===== src/rtl/tag_rx_pkg.sv =====
// Shared types and helpers for the tag RX symbol accumulator.
//   state_e : accumulator FSM encoding
//   rec_t   : one finished-symbol record as stored in the output FIFO; field
//             widths are the largest supported parameter values, so narrower
//             instances sign/zero-extend into it
//   sat_add : signed add clamped to a w-bit two's-complement range
package tag_rx_pkg;

   localparam int unsigned DROP_CNT_WIDTH  = 16;
   localparam int unsigned REC_ACC_WIDTH   = 40;
   localparam int unsigned REC_NSYMB_WIDTH = 16;
   localparam int unsigned REC_CNT_WIDTH   = 24;

   typedef enum logic {
      ST_IDLE = 1'b0,
      ST_ACC  = 1'b1
   } state_e;

   typedef struct packed {
      logic [REC_ACC_WIDTH-1:0]   isum;
      logic [REC_ACC_WIDTH-1:0]   qsum;
      logic [REC_NSYMB_WIDTH-1:0] symb;
      logic [REC_CNT_WIDTH-1:0]   cnt;
      logic                       tlast;
      logic                       sat;
   } rec_t;

   // a + b clamped to [-2^(w-1), 2^(w-1)-1]; sat flags a clamp (w <= 64)
   function automatic logic signed [63:0] sat_add(input logic signed [63:0] a,
                                                  input logic signed [63:0] b,
                                                  input int unsigned        w,
                                                  output logic              sat);
      logic signed [64:0] sum;
      logic signed [64:0] hi;
      logic signed [64:0] lo;
      sum = 65'(a) + 65'(b);
      hi  = (65'sd1 <<< (w - 1)) - 65'sd1;
      lo  = -(65'sd1 <<< (w - 1));
      sat = 1'b0;
      if (sum > hi) begin
         sat = 1'b1;
         return 64'(hi);
      end
      if (sum < lo) begin
         sat = 1'b1;
         return 64'(lo);
      end
      return 64'(sum);
   endfunction

endpackage


===== src/rtl/tag_rx_rec_fifo.sv =====
// Two-entry register FIFO for symbol records.
//   push/push_data : write request; ignored when full unless popping this cycle
//   pop            : remove head; ignored when empty
//   pop_data       : head entry, straight from a register
//   full/empty     : registered occupancy flags
module tag_rx_rec_fifo #(
   parameter int unsigned WIDTH = 8
) (
   input  logic             clk,
   input  logic             reset,
   input  logic             push,
   input  logic [WIDTH-1:0] push_data,
   input  logic             pop,
   output logic [WIDTH-1:0] pop_data,
   output logic             full,
   output logic             empty
);

   logic [WIDTH-1:0] mem0;
   logic [WIDTH-1:0] mem1;
   logic             v0;
   logic             v1;
   logic             pop_ok_c;
   logic             push_ok_c;

   // a simultaneous pop frees a slot for the push
   assign pop_ok_c  = pop & v0;
   assign push_ok_c = push & (~v1 | pop_ok_c);

   // entry 0 is always the head; entry 1 shifts down on pop
   always_ff @(posedge clk) begin
      if (reset) begin
         mem0 <= '0;
         mem1 <= '0;
         v0   <= 1'b0;
         v1   <= 1'b0;
      end else if (pop_ok_c) begin
         if (v1) begin
            mem0 <= mem1;
            if (push_ok_c) mem1 <= push_data;
            else           v1   <= 1'b0;
         end else begin
            if (push_ok_c) mem0 <= push_data;
            else           v0   <= 1'b0;
         end
      end else if (push_ok_c) begin
         if (!v0) begin
            mem0 <= push_data;
            v0   <= 1'b1;
         end else begin
            mem1 <= push_data;
            v1   <= 1'b1;
         end
      end
   end

   assign pop_data = mem0;
   assign full     = v1;
   assign empty    = ~v0;

endmodule


===== src/rtl/tag_rx_symb_acc.sv =====
// Per-symbol IQ integrator. Registers the RX stream once, sums I and Q over
// all qualifying samples (valid and not sync pattern) sharing a symbol index,
// and emits one record per symbol through a 2-deep valid/ready FIFO.
//   clk, reset                       : clock, synchronous active-high reset
//   in_valid, in_mux                 : sample valid, sync-pattern flag
//   irx_in, qrx_in, symb_in          : signed I/Q sample and symbol index
//   out_tvalid, out_tready           : record handshake
//   out_isum, out_qsum, out_symb,
//   out_cnt, out_tlast, out_sat      : head record fields
//   overflow, drop_cnt               : sticky drop flag and saturating drop count
module tag_rx_symb_acc
   import tag_rx_pkg::*;
#(
   parameter int unsigned DATA_WIDTH  = 16,
   parameter int unsigned NSYMB_WIDTH = 16,
   parameter int unsigned ACC_WIDTH   = 40,
   parameter int unsigned CNT_WIDTH   = 24,
   parameter int unsigned NSYMB       = 512
) (
   input  logic                      clk,
   input  logic                      reset,
   input  logic                      in_valid,
   input  logic                      in_mux,
   input  logic [DATA_WIDTH-1:0]     irx_in,
   input  logic [DATA_WIDTH-1:0]     qrx_in,
   input  logic [NSYMB_WIDTH-1:0]    symb_in,
   output logic                      out_tvalid,
   input  logic                      out_tready,
   output logic [ACC_WIDTH-1:0]      out_isum,
   output logic [ACC_WIDTH-1:0]      out_qsum,
   output logic [NSYMB_WIDTH-1:0]    out_symb,
   output logic [CNT_WIDTH-1:0]      out_cnt,
   output logic                      out_tlast,
   output logic                      out_sat,
   output logic                      overflow,
   output logic [DROP_CNT_WIDTH-1:0] drop_cnt
);

   // registered input sample
   logic                          v_q;
   logic                          m_q;
   logic signed [DATA_WIDTH-1:0]  i_q;
   logic signed [DATA_WIDTH-1:0]  q_q;
   logic [NSYMB_WIDTH-1:0]        s_q;

   state_e                        state, state_n;
   logic signed [ACC_WIDTH-1:0]   isum, isum_n;
   logic signed [ACC_WIDTH-1:0]   qsum, qsum_n;
   logic [NSYMB_WIDTH-1:0]        cur_symb, cur_symb_n;
   logic [CNT_WIDTH-1:0]          cnt, cnt_n;
   logic                          sat, sat_n;

   logic                          qual_c;
   logic                          push_c;
   logic                          pop_c;
   logic                          drop_c;
   logic                          full;
   logic                          empty;
   logic signed [63:0]            isum_add_c;
   logic signed [63:0]            qsum_add_c;
   logic                          isat_c;
   logic                          qsat_c;
   rec_t                          push_rec_c;
   rec_t                          head;

   // input register
   always_ff @(posedge clk) begin
      if (reset) begin
         v_q <= 1'b0;
         m_q <= 1'b0;
         i_q <= '0;
         q_q <= '0;
         s_q <= '0;
      end else begin
         v_q <= in_valid;
         m_q <= in_mux;
         i_q <= irx_in;
         q_q <= qrx_in;
         s_q <= symb_in;
      end
   end

   assign qual_c = v_q & ~m_q;

   // saturating sums of the running record and the registered sample
   always_comb begin
      isum_add_c = sat_add(64'(isum), 64'(i_q), ACC_WIDTH, isat_c);
      qsum_add_c = sat_add(64'(qsum), 64'(q_q), ACC_WIDTH, qsat_c);
   end

   // state and running-record registers
   always_ff @(posedge clk) begin
      if (reset) begin
         state    <= ST_IDLE;
         isum     <= '0;
         qsum     <= '0;
         cur_symb <= '0;
         cnt      <= '0;
         sat      <= 1'b0;
      end else begin
         state    <= state_n;
         isum     <= isum_n;
         qsum     <= qsum_n;
         cur_symb <= cur_symb_n;
         cnt      <= cnt_n;
         sat      <= sat_n;
      end
   end

   // next state, accumulation and record push
   always_comb begin
      state_n    = state;
      isum_n     = isum;
      qsum_n     = qsum;
      cur_symb_n = cur_symb;
      cnt_n      = cnt;
      sat_n      = sat;
      push_c     = 1'b0;

      unique case (state)
         ST_IDLE: begin
            if (qual_c) begin
               isum_n     = ACC_WIDTH'(i_q);
               qsum_n     = ACC_WIDTH'(q_q);
               cnt_n      = CNT_WIDTH'(1);
               cur_symb_n = s_q;
               sat_n      = 1'b0;
               state_n    = ST_ACC;
            end
         end
         ST_ACC: begin
            if (qual_c && (s_q == cur_symb)) begin
               isum_n = ACC_WIDTH'(isum_add_c);
               qsum_n = ACC_WIDTH'(qsum_add_c);
               cnt_n  = (cnt == '1) ? cnt : cnt + CNT_WIDTH'(1);
               sat_n  = sat | isat_c | qsat_c | (cnt == '1);
            end else if (qual_c) begin
               // symbol change: close this record and open the next in one cycle
               push_c     = 1'b1;
               isum_n     = ACC_WIDTH'(i_q);
               qsum_n     = ACC_WIDTH'(q_q);
               cnt_n      = CNT_WIDTH'(1);
               cur_symb_n = s_q;
               sat_n      = 1'b0;
            end else begin
               push_c  = 1'b1;
               state_n = ST_IDLE;
            end
         end
         default: state_n = ST_IDLE;
      endcase
   end

   // record being closed, widened to the stored layout
   always_comb begin
      push_rec_c       = '0;
      push_rec_c.isum  = REC_ACC_WIDTH'(isum);
      push_rec_c.qsum  = REC_ACC_WIDTH'(qsum);
      push_rec_c.symb  = REC_NSYMB_WIDTH'(cur_symb);
      push_rec_c.cnt   = REC_CNT_WIDTH'(cnt);
      push_rec_c.tlast = (cur_symb == NSYMB_WIDTH'(NSYMB - 1));
      push_rec_c.sat   = sat;
   end

   assign pop_c  = ~empty & out_tready;
   assign drop_c = push_c & full & ~pop_c;

   tag_rx_rec_fifo #(
      .WIDTH($bits(rec_t))
   ) u_fifo (
      .clk       (clk),
      .reset     (reset),
      .push      (push_c),
      .push_data (push_rec_c),
      .pop       (pop_c),
      .pop_data  (head),
      .full      (full),
      .empty     (empty)
   );

   // drop bookkeeping
   always_ff @(posedge clk) begin
      if (reset) begin
         overflow <= 1'b0;
         drop_cnt <= '0;
      end else if (drop_c) begin
         overflow <= 1'b1;
         if (drop_cnt != '1) drop_cnt <= drop_cnt + DROP_CNT_WIDTH'(1);
      end
   end

   assign out_tvalid = ~empty;
   assign out_isum   = head.isum[ACC_WIDTH-1:0];
   assign out_qsum   = head.qsum[ACC_WIDTH-1:0];
   assign out_symb   = head.symb[NSYMB_WIDTH-1:0];
   assign out_cnt    = head.cnt[CNT_WIDTH-1:0];
   assign out_tlast  = head.tlast;
   assign out_sat    = head.sat;

endmodule


===== config.mk =====
export PLATFORM = sky130hd
export DESIGN_NAME = tag_rx_symb_acc
export DESIGN_NICKNAME = d
export VERILOG_FILES = /design/src/rtl/tag_rx_pkg.sv /design/src/rtl/tag_rx_rec_fifo.sv /design/src/rtl/tag_rx_symb_acc.sv
export SDC_FILE = /design/constraint.sdc
export NUM_CORES = 1
export LEC_CHECK = 0
export BUFFER_PORTS_ARGS = -buffer_cell sky130_fd_sc_hd__buf_2
export CAP_MARGIN = 25
export CORE_ASPECT_RATIO = 1.5
export CORE_MARGIN = 5
export CORE_UTILIZATION = 60
export DETAILED_ROUTE_END_ITERATION = 10
export GPL_TIMING_DRIVEN = 0
export PLACE_DENSITY = 0.88
export REMOVE_ABC_BUFFERS = 1
export SLEW_MARGIN = 25
export SYNTH_ARGS = -nofsm -noshare
export SYNTH_HDL_FRONTEND = slang
export SYNTH_SLANG_ARGS = --single-unit

===== constraint.sdc =====
create_clock -name clk -period 3.5 [get_ports clk]
set_input_delay 0.525 -clock clk [delete_from_list [all_inputs] [get_ports clk]]
set_output_delay 0.525 -clock clk [all_outputs]
set_load 0.01 [all_outputs]

# --- Word-level counts from Yosys, hierarchy flattened ---
# Cells that the tools add are included.
totals:
  register_bits: 435
  input_bits: 53
  out_inout_bits: 140
  word_cells: 114
op_classes:
  addsub: 4
  magnitude_cmp: 4
  n_eq_ne: 11
  muxes: 55
  n_bitwise: 14
  reduce_logical: 9
ops:
  columns: ["operator", "n"]
  rows:
  - ["$mux W122", 9]
  - ["$mux W40", 12]
  - ["$pmux W40 S2", 2]
  - ["$add A40 B16 Y41", 2]
  - ["$gt A41 B40 Y1 const B", 2]
  - ["$lt A41 B40 Y1 const B", 2]
  - ["$mux W24", 3]
  - ["$pmux W24 S2", 1]
  - ["$mux W16", 2]
  - ["$pmux W16 S2", 1]
  - ["$add A24 B1 Y24 const B", 1]
  - ["$eq A24 B24 Y1 const B", 1]
  - ["$mux W1", 23]
  - ["$add A16 B1 Y16 const B", 1]
  - ["$eq A16 B16 Y1", 1]
  - ["$eq A16 B9 Y1 const B", 1]
  - ["$ne A16 B16 Y1 const B", 1]
  - ["$ne A2 B2 Y1 const B", 5]
  - ["$and A1 B1 Y1", 6]
  - ["$reduce_and A3 Y1", 2]
  - ["$reduce_bool A2 Y1", 3]
  - ["$not A1 Y1", 4]
  - ["$or A1 B1 Y1", 4]
  - ["$pmux W1 S2", 2]
  - ["other kinds (5)", 6]

# --- Logic depth before layout (Yosys ltp) ---
# Gate-level depths: netlist (run 1).
logic_depth:
  ltp_word: 9
  depth_mapped: 15
  depth_no_buf: 13

# --- By module ---
# Synthesis (run 1) repeated with hierarchy kept, for this count alone.
hier_totals:
  hier_cells: 2578
  hier_area_um2: 22755.6
by_module_without_submodules:
  columns: ["module", "instances", "cells_per_inst", "area_per_inst_um2"]
  rows:
  - ["tag_rx_symb_acc", 1, 1488, 12072.8]
  - ["tag_rx_rec_fifo", 1, 1090, 10682.7]

# --- Worst setup path after synthesis (run 1) ---
# No wires, ideal clock.
synth_timing:
  path_type: "register to register"
  startpoint: "reg q_q[15]"
  endpoint: "reg qsum[2]"
  setup_ns: 0.095
  t_arrival_ns: 3.095
  t_required_ns: 3.405
  slack_ns: 0.310
  path_stages_with_launch: 14
  cell_sequence: "dfxtp_1 -> ha_1 -> a211oi_1 -> o21ai_0 -> a31o_2 -> a31oi_1 -> a211oi_1 -> nor2_1 -> xnor2_2 -> and2_1 -> buf_4 -> nor2_8 -> buf_4 -> a221oi_1"
synth_between:
  elab_chain_len: 8
synth_lines:
  columns: ["item", "line", "rtl"]
  rows:
  - ["from (decl)", "tag_rx_symb_acc.sv:43", "logic signed [DATA_WIDTH-1:0] q_q;"]
  - ["from (signal assigned)", "tag_rx_symb_acc.sv:78", "q_q <= qrx_in;"]
  - ["$add A40 B16 Y41 *", "tag_rx_pkg.sv:36", "sum = 65'(a) + 65'(b);"]
  - ["$lt A41 B40 Y1", "tag_rx_pkg.sv:44", "if (sum < lo) begin"]
  - ["$mux W1", null, null]
  - ["$mux W1", "tag_rx_pkg.sv:44", null]
  - ["$mux W40", "tag_rx_pkg.sv:48", "return 64'(sum);"]
  - ["$mux W40 *", "tag_rx_pkg.sv:44", null]
  - ["$mux W40 *", "tag_rx_symb_acc.sv:132", "if (qual_c && (s_q == cur_symb)) begin"]
  - ["$pmux W40 S2 *", "tag_rx_symb_acc.sv:120", "unique case (state)"]
  - ["to (signal assigned)", "tag_rx_symb_acc.sv:103", "qsum <= qsum_n;"]
  - ["to (decl)", "tag_rx_symb_acc.sv:48", "logic signed [ACC_WIDTH-1:0] qsum, qsum_n;"]
# Mark *: on every way between the ends. The rest lies on a longest branch, timed or not. The select of a mux whose other input is x is not followed.
# A chain may end at the register's enable or synchronous reset.

# --- Final worst setup path (run 1) ---
layout_timing:
  startpoint: "reg cur_symb[5]"
  endpoint: "reg cnt[10]"
layout_between:
  elab_chain_len: 4
layout_lines:
  columns: ["item", "line", "rtl"]
  rows:
  - ["from (decl)", "tag_rx_symb_acc.sv:49", "logic [NSYMB_WIDTH-1:0] cur_symb, cur_symb_n;"]
  - ["from (signal assigned)", "tag_rx_symb_acc.sv:104", "cur_symb <= cur_symb_n;"]
  - ["$eq A16 B16 Y1 *", "tag_rx_symb_acc.sv:132", null]
  - ["$logic_and A1 B1 Y1 *", "tag_rx_symb_acc.sv:132", null]
  - ["$mux W24", "tag_rx_symb_acc.sv:132", null]
  - ["$pmux W24 S2", "tag_rx_symb_acc.sv:120", null]
  - ["to (signal assigned)", "tag_rx_symb_acc.sv:105", "cnt <= cnt_n;"]
  - ["to (decl)", "tag_rx_symb_acc.sv:50", "logic [CNT_WIDTH-1:0] cnt, cnt_n;"]
# Mark *: on every way between the ends. The rest lies on a longest branch, timed or not.

==> results of run 1 <==
==> cell families after synthesis <==
family,Yosys count,share of synthesized area (%)
xor+xnor,99,4.08
buf+inv,198,4.35
mux,154,7.06
compound gates,695,21.3
fa+ha+maj,84,4.87
simple gates,916,18.6
flops,435,39.8
==> per-stage QoR <==
stage	hold WS, ns	TNS [ns]	power [mW]	cell area, um^2	setup WS [ns]
5_1_grt	0.169	-0.0737	11.3	24800	-0.0466
2_1_floorplan	0.430	-666.75	5.96	21000	-2.60
6_report	0.173	0	10.9	24800	0.0301
4_1_cts	0.150	0	11.0	24700	0.00888
3_5_place_dp	0.446	-41.02	6.34	23100	-0.750
3_3_place_gp	0.441	-1797.01	6.31	22600	-5.57
==> placed cells by master (no fill, tap or decap), types with 17 or more instances in the layout <==
master	Yosys	final
a21o_1	41	40
a31oi_1	18	17
nor2b_1	57	56
inv_1	18	17
clkbuf_16	0	42
nand3b_1	17	17
nand4_1	18	18
nor2_1	233	232
buf_2	9	191
xor2_1	45	45
a21oi_1	268	267
and3_1	25	23
nor3_1	18	18
dfxtp_1	435	432
ha_1	82	81
a211oi_1	135	134
a221oi_1	43	43
o21ai_0	64	64
xnor2_1	52	52
mux2i_1	152	152
a211oi_2	19	20
nand2_1	433	432
nand3_1	37	35
==> worst register-to-register path, stage by stage (launching register included) <==
cell and delay (ns):
dfxtp_1 0.36, xor2_1 0.18, nor4_1 0.41, nand2_1 0.16, or4b_4 0.84, nor2_2 0.86
a41oi_1 0.29, a211oi_1 0.28
==> worst max-delay path by stage <==
stage                start             endpoint  slack (ns)  cells past startpoint
6_report       cur_symb[5]              cnt[10]        0.03                      7
5_1_grt                v_q              cnt[10]       -0.05                      8
4_1_cts            qsum[0]             qsum[37]       0.009                     12
3_5_place_dp           v_q              cnt[21]       -0.75                     10
3_3_place_gp    out_tready  u_fifo.pop_data[81]       -5.57                      4
2_1_floorplan   out_tready   u_fifo.pop_data[0]       -2.60                      3
==> what timing repair did <==
action | CTS | global route
cloned | 2 | 1
setup endpoints to repair | 113 | 82
pin swaps | 6 | 7
gates resized for setup | 11 | 15
buffers inserted | 10 | 10
==> routing by layer <==
metal,up-vias,global-route usage [%]
met2,736,46.9
met5,-,0
li1,9359,-
met1,9247,30.3
met3,186,3.57
met4,0,12.1
==> state kept, by name (all words and copies together) (netlist names) <==
name	count
q_q	16
u_fifo.mem1	122
m_q	1
s_q	16
cur_symb	16
u_fifo.full	1
qsum	40
state	1
v_q	1
sat	1
overflow	1
i_q	16
u_fifo.v0	1
cnt	24
u_fifo.pop_data	122
isum	40
drop_cnt	16
==> power groups by stage <==
stage          combinational, mW  sequential [mW]  clock (mW)
2_1_floorplan              0.637             5.33           0
3_3_place_gp               0.991             5.31           0
3_5_place_dp                1.02             5.32           0
4_1_cts                     1.04             5.21        4.74
5_1_grt                     1.17             5.23        4.94
6_report                    1.06             5.21        4.67
==> cell type report <==
class | count | area, um^2 | share of cell area, %
clock buffers | 57 | 1200 | 4.82
flip-flops and latches | 435 | 8720 | 35.1
clock inverters | 21 | 230 | 0.927
repair buffers | 231 | 1630 | 6.55
multi-input cells | 1951 | 12400 | 49.9
inverters | 18 | 71.3 | 0.287
well taps | 478 | 598 | 2.41
==> out/qor.yml, run 1 <==
setup_path:
  critPathLaunchType: "flip-flop"
  r2r-start: "cur_symb[5]"
  timing.rr.end: "cnt[10]"
  path_cells: "xor2_1 -> nor4_1 -> nand2_1 -> or4b_4 -> nor2_2 -> a41oi_1 -> a211oi_1"
  criticalPathCategory: "flip-flop to flip-flop"
  cp_max_fo: 44
  cpLargestDelayFamily: "simple AND/OR/NAND/NOR gates"
  slowest_delay_ns: 0.84
  cp_num_buf_inv: 0
  cp-end-kind: "flip-flop"
  rrSetupSlack_ns: 0.03
  worstPathRequired_ns: 3.96
  critPathSlowestCell: "or4b_4"
  r2r_cells: 7
  cp.arrival_ns: 3.93
detailed_routing:
  routedWlPerCell_um: 17.4
  wirelength_um: 55600
  routed-wl-met3_um: 3060
  routed-wl-met2_um: 27900
  dr.pass1.iters: 5
  viasPerCell: 6.12
  maxUsedRoutingLayer: "met4"
  route.detailed.drc: 0
  num_vias: 19500
  drt-met1-wl_um: 22300
  ant_nets: 0
  drt_iter0_drc: 1442
logic_synthesis:
  synth-async-reset-ratio_pct: 0
  synth_top_cells_by_area: "dfxtp_1 (40%), nand2_1 (7.4%), mux2i_1 (7.0%)"
  yosysWarnings: 0
  synth_common_cells: "dfxtp_1 (435), nand2_1 (433), a21oi_1 (268)"
  synth_top_area_share_pct: 39.8
  ys_types: 86
  synth_edf_count: 0
  avgSynthCellArea_um2: 8.48
  synth_largest_area_cell: "dfxtp_1"
  yosysSeqAreaShare_pct: 39.8
  synth_cells: 2581
  synth_ff_type: "dfxtp_1"
  synth_most_common_cell: "dfxtp_1"
  synth_area_um2: 21900
  synth_seq_cells: 435
floorplanning:
  core_um2: 35900
  io_pins: 193
  die_x_um: 166
  initial_core_util_pct: 60.9
  fp.dieH_um: 244
  rows: 85
  dieArea_um2: 40500
pwr:
  p_clk_share_pct: 42.7
  p_leak_nw: 10.5
  powerDensity_nw_per_um2: 441
  max-vdd-ir-drop_mv: 0.414
  swShare_pct: 25.3
  p_sw_mw: 2.77
  seqPwrFrac_pct: 47.6
  internal_power_mw: 8.17
  combPwrFrac_pct: 9.7
clock_network:
  cts_root_buf: "clkbuf_16"
  clk_pin_slew_ns: 0.06
  numCtsBuffers: 42
  htreeDepth: 2
  cts_hold_repair.buffers: 0
  cts.sinks: 435
  cts_tree: "yes"
  clockBufferDepth: 3
  clock_latency_ns: 0.56
finish:
  nNetsFinal: 2816
  nFillCells: 2685
  final_layout_size_suffix_gt1_share_pct: 14.8
  antenna_cells: 0
  final_util_pct: 69.1
  synthToLayoutAreaGrowth_pct: 13.5
  fin_cells: 3191
grt:
  grt_pass1_vias: 19400
  grt_max_degree: 130
  grt-ovfl-total: 0
  grt_pass1_wl_um: 91600
  antenna_found_initial: 0
  grt_usage_pct: 25.9
sta:
  maxSlewHeadroom_pct: 39.0
  timing.fmax_ghz: 0.288
  period_share_pct: 99.1
  rsz0062_at_grt: "true"
  hold_violations: 0
  drv_slew: 0
  fin_crit_ns: 3.47
  setup_viol: 0
  tightest_slew_ns: 0.914
  skew_ns: 0.0197
job:
  drv_cap: 0
worst_hold_path:
  min_to: "i_q[5]"
  holdCritStartpoint: "irx_in[5]"
  hp-class: "primary input to flip-flop"
  holdPathStages: 2
place:
  dp_hpwl_um: 35800
  dp_cells: 3090
  place.port_buffers: 192
  place_congestion: 0.914
status:
  status: "complete, no violations"
(Power assumes the default switching activity.)
==> run 2, diff against run 1 <==
--- a/config.mk
+++ b/config.mk
@@ -7,7 +7,7 @@
 export LEC_CHECK = 0
 export BUFFER_PORTS_ARGS = -buffer_cell sky130_fd_sc_hd__buf_2
 export CAP_MARGIN = 25
-export CORE_ASPECT_RATIO = 1.5
+export CORE_ASPECT_RATIO = 0.9
 export CORE_MARGIN = 5
 export CORE_UTILIZATION = 60
 export DETAILED_ROUTE_END_ITERATION = 10
==> constraint.sdc (replaced) <==
create_clock -name clk -period 4.5 [get_ports clk]
set_input_delay 0.675 -clock clk [delete_from_list [all_inputs] [get_ports clk]]
set_output_delay 0.675 -clock clk [all_outputs]
set_load 0.01 [all_outputs]
==> run 2 against run 1 <==
Against the previous run: via count down 2.2%; critical path type unchanged; highest routed layer unchanged; clock power shrank 19%; flip-flop and latch count stayed put.
==> out/qor.yml, run 2 (same netlist as run 1, synthesis figures left out) <==
grt:
  grt-ovfl-total: 0
  grt_max_degree: 129
  grt_usage_pct: 26.0
  grt_pass1_vias: 18500
  grt_pass1_wl_um: 89600
  antenna_found_initial: 0
pwr:
  p_leak_nw: 10.4
  p_sw_mw: 2.15
  seqPwrFrac_pct: 46.8
  swShare_pct: 24.8
  powerDensity_nw_per_um2: 352
  max-vdd-ir-drop_mv: 0.287
  p_clk_share_pct: 43.9
  combPwrFrac_pct: 9.3
  internal_power_mw: 6.52
place:
  place_congestion: 0.926
  place.port_buffers: 192
  dp_hpwl_um: 36600
  dpl_cell_area_um2: 23100
finish:
  nFillCells: 2705
  final_layout_size_suffix_gt1_share_pct: 13.7
  multi_input_area_um2: 12300
  synthToLayoutAreaGrowth_pct: 12.6
  final_cell_mix: "nand2_1 (433), dfxtp_1 (433), a21oi_1 (267)"
  final-seq-area_um2: 8710
  antenna_cells: 0
  fin_area_um2: 24600
  nNetsFinal: 2798
floorplanning:
  rows: 66
  dieArea_um2: 40400
  fp.dieH_um: 191
  initial_core_util_pct: 60.6
  core_um2: 36100
  io_pins: 193
  die_x_um: 211
detailed_routing:
  drt_iter0_drc: 1520
  maxUsedRoutingLayer: "met4"
  routed-wl-met3_um: 3490
  drt-met1-wl_um: 24500
  routedWlPerCell_um: 17.2
  wirelength_um: 54500
  num_vias: 19100
  routed-wl-met2_um: 24900
  viasPerCell: 6.02
  ant_nets: 0
  route.detailed.drc: 0
  dr.pass1.iters: 7
clock_network:
  cts_tree: "yes"
  cts.sinks: 435
  post_cts_resized: 0
  clock_latency_ns: 0.56
  clockBufferDepth: 3
  cts_root_buf: "clkbuf_16"
  cts_hold_repair.buffers: 0
  post_cts_buffers: 0
  clk_pin_slew_ns: 0.06
  numCtsBuffers: 45
  htreeDepth: 2
sta:
  rsz0062_at_grt: "false"
  drv_slew: 0
  setup_viol: 0
  timing.fmax_ghz: 0.245
  hold_violations: 0
  whs_ns: 0.293
  tightest_slew_ns: 0.952
  maxSlewHeadroom_pct: 36.3
  skew_ns: 0.0155
  period_share_pct: 90.9
  fin_crit_ns: 4.09
setup_path:
  critPathLaunchType: "flip-flop"
  cp.arrival_ns: 4.54
  worstPathRequired_ns: 4.96
  cp_max_fo: 43
  criticalPathCategory: "flip-flop to flip-flop"
  cpLargestDelayFamily: "simple AND/OR/NAND/NOR gates"
  slowest_delay_ns: 0.83
  critPathSlowestCell: "or4b_4"
  cp_num_buf_inv: 2
  cp-end-kind: "flip-flop"
  path_cells: "nor2b_4 -> buf_16 -> nand2_1 -> or4b_4 -> inv_1 -> nand2b_1 -> nor2_1 -> a31oi_1 -> a211oi_1"
job:
  drv_cap: 0
status:
  status: "complete, no violations"
worst_hold_path:
  hp-class: "primary input to flip-flop"
## run 2: cell count changes in the layout (fill, tap and decap cells not counted), moves of 4 or more
| cell | change |
|---|---|
| buf_12 | -4 |
| buf_4 | -14 |
| or2_4 | -4 |
| clkbuf_16 | +5 |
## run 2: through the flow
| stage | instances | setup slack, ns | setup TNS, ns | utilization [%] | total power [mW] |
|---|---|---|---|---|---|
| finish | 3171 | 0.412 | 0 | 68.3 | 8.67 |
| global route | 3171 | 0.199 | 0 | 68.3 | 8.99 |
| CTS | 3171 | 0.193 | 0 | 68.3 | 8.72 |
| detailed placement | 3090 | 0.211 | 0 | 64.1 | 4.94 |
| global placement | 3069 | -4.67 | -1468.88 | 62.5 | 4.91 |
| floorplan | 2401 | -1.75 | -332.10 | - | 4.64 |
## run 2: worst register-to-register path: cells and delay by family, from the launching register on
family | cells | cell delay [ns]
simple gates | 5 | 2.32
compound gates | 2 | 0.41
buf+inv | 2 | 0.88
flops | 1 | 0.39
## run 2: final timing paths
check | from | end | slack, ns | cells after the start
worst min-delay path | reset | u_fifo.mem1[58] | 0.29 | 2
worst max-delay path | v_q | cnt[21] | 0.41 | 9
worst max register to register | v_q | cnt[21] | 0.41 | 9
worst min register to register | u_fifo.mem1[58] | u_fifo.mem1[58] | 0.45 | 2
## run 2: per-layer routing
layer / track usage (%) / vias to the layer above
met2: 42.7 / 673
met5: 0 / -
met1: 35.1 / 8954
met3: 4.02 / 146
li1: - / 9318
met4: 8.95 / 0
## run 2: power groups by stage
stage	registers (mW)	clock network, mW	logic (mW)
final	4.06	3.80	0.810
after global routing	4.07	4.03	0.895
after CTS	4.06	3.86	0.806
after detailed placement	4.14	0	0.799
after global placement	4.13	0	0.777
after floorplan	4.14	0	0.495
## run 2: area by class of cell
cell class | instances | area share, %
Inverter | 18 | 0.274
Clock inverter | 17 | 0.741
Sequential cell | 435 | 35.3
Multi-Input combinational cell | 1948 | 49.9
Clock buffer | 64 | 5.40
Tap cell | 476 | 2.42
Timing Repair Buffer | 213 | 5.93
==> run 3, diff against run 2 <==
--- a/config.mk
+++ b/config.mk
@@ -10,8 +10,8 @@
 export CORE_ASPECT_RATIO = 0.9
 export CORE_MARGIN = 5
 export CORE_UTILIZATION = 60
+export CTS_BUF_LIST = sky130_fd_sc_hd__clkbuf_4 sky130_fd_sc_hd__clkbuf_8
 export DETAILED_ROUTE_END_ITERATION = 10
-export GPL_TIMING_DRIVEN = 0
 export PLACE_DENSITY = 0.88
 export REMOVE_ABC_BUFFERS = 1
 export SLEW_MARGIN = 25
==> run 3 against run 2 <==
Against the previous run: clock skew up 0.011 ns; hold slack worse by 0.034 ns; sequential share of layout area up 0.36 points; non-clock buffer count up 8; global-route usage up 0.94 points; largest cell class unchanged; combinational power down 0.7%; cell area down 1.0%; die area unchanged; largest power group unchanged; count of clock-buffer cells in the layout up 38; first-iteration DRC count down 12%; routed wire length up 2.6%.
==> out/qor.yml, run 3 (same netlist as run 1, synthesis figures left out) <==
status:
  status: "complete, no violations"
pwr:
  seqPwrFrac_pct: 47.8
  p_clk_share_pct: 42.7
  swShare_pct: 25.4
  p_sw_mw: 2.16
  internal_power_mw: 6.32
  power.total_mw: 8.48
  powerDensity_nw_per_um2: 348
  p_leak_nw: 10.4
  combPwrFrac_pct: 9.5
  max-vdd-ir-drop_mv: 0.262
grt:
  grt_max_degree: 110
  grt_usage_pct: 26.9
  antenna_found_initial: 1
  grt-ovfl-total: 0
  grt_pass1_vias: 18700
  grt_pass1_wl_um: 91900
detailed_routing:
  routedWlPerCell_um: 17.4
  dr.pass1.iters: 7
  num_vias: 19200
  route.detailed.drc: 0
  drt_iter0_drc: 1337
  wirelength_um: 55900
  ant_nets: 0
  viasPerCell: 5.98
floorplanning:
  io_pins: 193
  fp.dieH_um: 191
  die_x_um: 211
  core_um2: 36100
  dieArea_um2: 40400
  initial_core_util_pct: 60.6
  rows: 66
setup_path:
  cp-end-kind: "flip-flop"
  critPathLaunchType: "flip-flop"
  criticalPathCategory: "flip-flop to flip-flop"
  cp.arrival_ns: 4.44
  cp_max_fo: 14
  worstPathRequired_ns: 5.02
place:
  place_congestion: 0.957
  place.port_buffers: 192
  dp_cells: 3098
  dp_hpwl_um: 37500
finish:
  fin_cells: 3217
  synthToLayoutAreaGrowth_pct: 11.5
  nNetsFinal: 2831
  final_layout_size_suffix_gt1_share_pct: 15.2
  antenna_cells: 0
  final_cell_mix: "dfxtp_1 (434), nand2_1 (433), a21oi_1 (268)"
  final_common_cell: "dfxtp_1"
sta:
  timing.fmax_ghz: 0.256
  drv_slew: 0
  maxSlewHeadroom_pct: 36.1
  period_share_pct: 87.0
  setup_viol: 0
  fin_crit_ns: 3.91
  skew_ns: 0.0269
  tightest_slew_ns: 0.959
  rsz0062_at_grt: "false"
  hold_violations: 0
clock_network:
  clk_pin_slew_ns: 0.06
  clock_latency_ns: 0.63
  cts_tree: "yes"
  clockBufferDepth: 3
  numCtsBuffers: 70
  cts.sinks: 435
  post_cts_resized: 0
  cts_hold_repair.buffers: 0
  cts_root_buf: "clkbuf_8"
  post_cts_buffers: 0
  htreeDepth: 3
job:
  drv_cap: 0
worst_hold_path:
  hp-class: "primary input to flip-flop"
## run 3: layout make-up
type / instances / area [um^2]
Clock inverter: 17 / 198
Inverter: 18 / 67.6
Sequential cell: 435 / 8710
Fill cell: 2883 / 11700
Clock buffer: 102 / 1270
Multi-Input combinational cell: 1948 / 12300
Timing Repair Buffer: 221 / 1280
Tap cell: 476 / 596
## run 3: worst max-delay path, cell delays in order (launching register included)
cell and delay [ns]:
dfxtp_1 0.70, buf_4 0.34, ha_1 0.32, and3_1 0.27, nand3_1 0.11, and3b_1 0.21, o21bai_1 0.21, a2bb2oi_2 0.14
o31ai_4 0.38, or2_1 0.46, buf_4 0.31, o211ai_1 0.12, a211oi_1 0.23
## run 3: worst paths after layout
path                    startpoint               end  slack (ns)  cells after the start
setup / recovery           i_q[15]          isum[32]        0.59                     12
hold / removal          symb_in[9]            s_q[9]        0.26                      2
setup reg to reg           i_q[15]          isum[32]        0.59                     12
hold reg to reg   u_fifo.mem1[112]  u_fifo.mem1[112]        0.45                      2
## run 3: per-layer routing
layer  part of all wire (%)  GRT usage, %  routed length [um]
met3                    5.4          3.71                3020
met4                    2.4          9.52                1360
met5                  0.023             0                  13
met1                     46          36.4               25400
met2                     47          44.3               26000
## run 3: stage by stage
step | TNS, ns | worst slack (ns) | util (%) | cell area (um^2) | hold WS, ns
6_report | 0 | 0.586 | 67.6 | 24400 | 0.259
2_1_floorplan | -332.10 | -1.75 | - | 21000 | 0.430
3_5_place_dp | 0 | 0.487 | 63.5 | 22900 | 0.446
3_3_place_gp | 0 | 0.587 | 63.5 | 22900 | 0.441
4_1_cts | 0 | 0.467 | 67.6 | 24400 | 0.221
5_1_grt | 0 | 0.280 | 67.6 | 24400 | 0.249
## run 3: power groups by stage
stage          Combinational (mW)  Clock (mW)  Sequential, mW
2_1_floorplan               0.495           0            4.14
3_3_place_gp                0.776           0            4.13
3_5_place_dp                0.796           0            4.14
4_1_cts                     0.802        3.68            4.06
5_1_grt                     0.889        3.86            4.07
6_report                    0.804        3.62            4.06
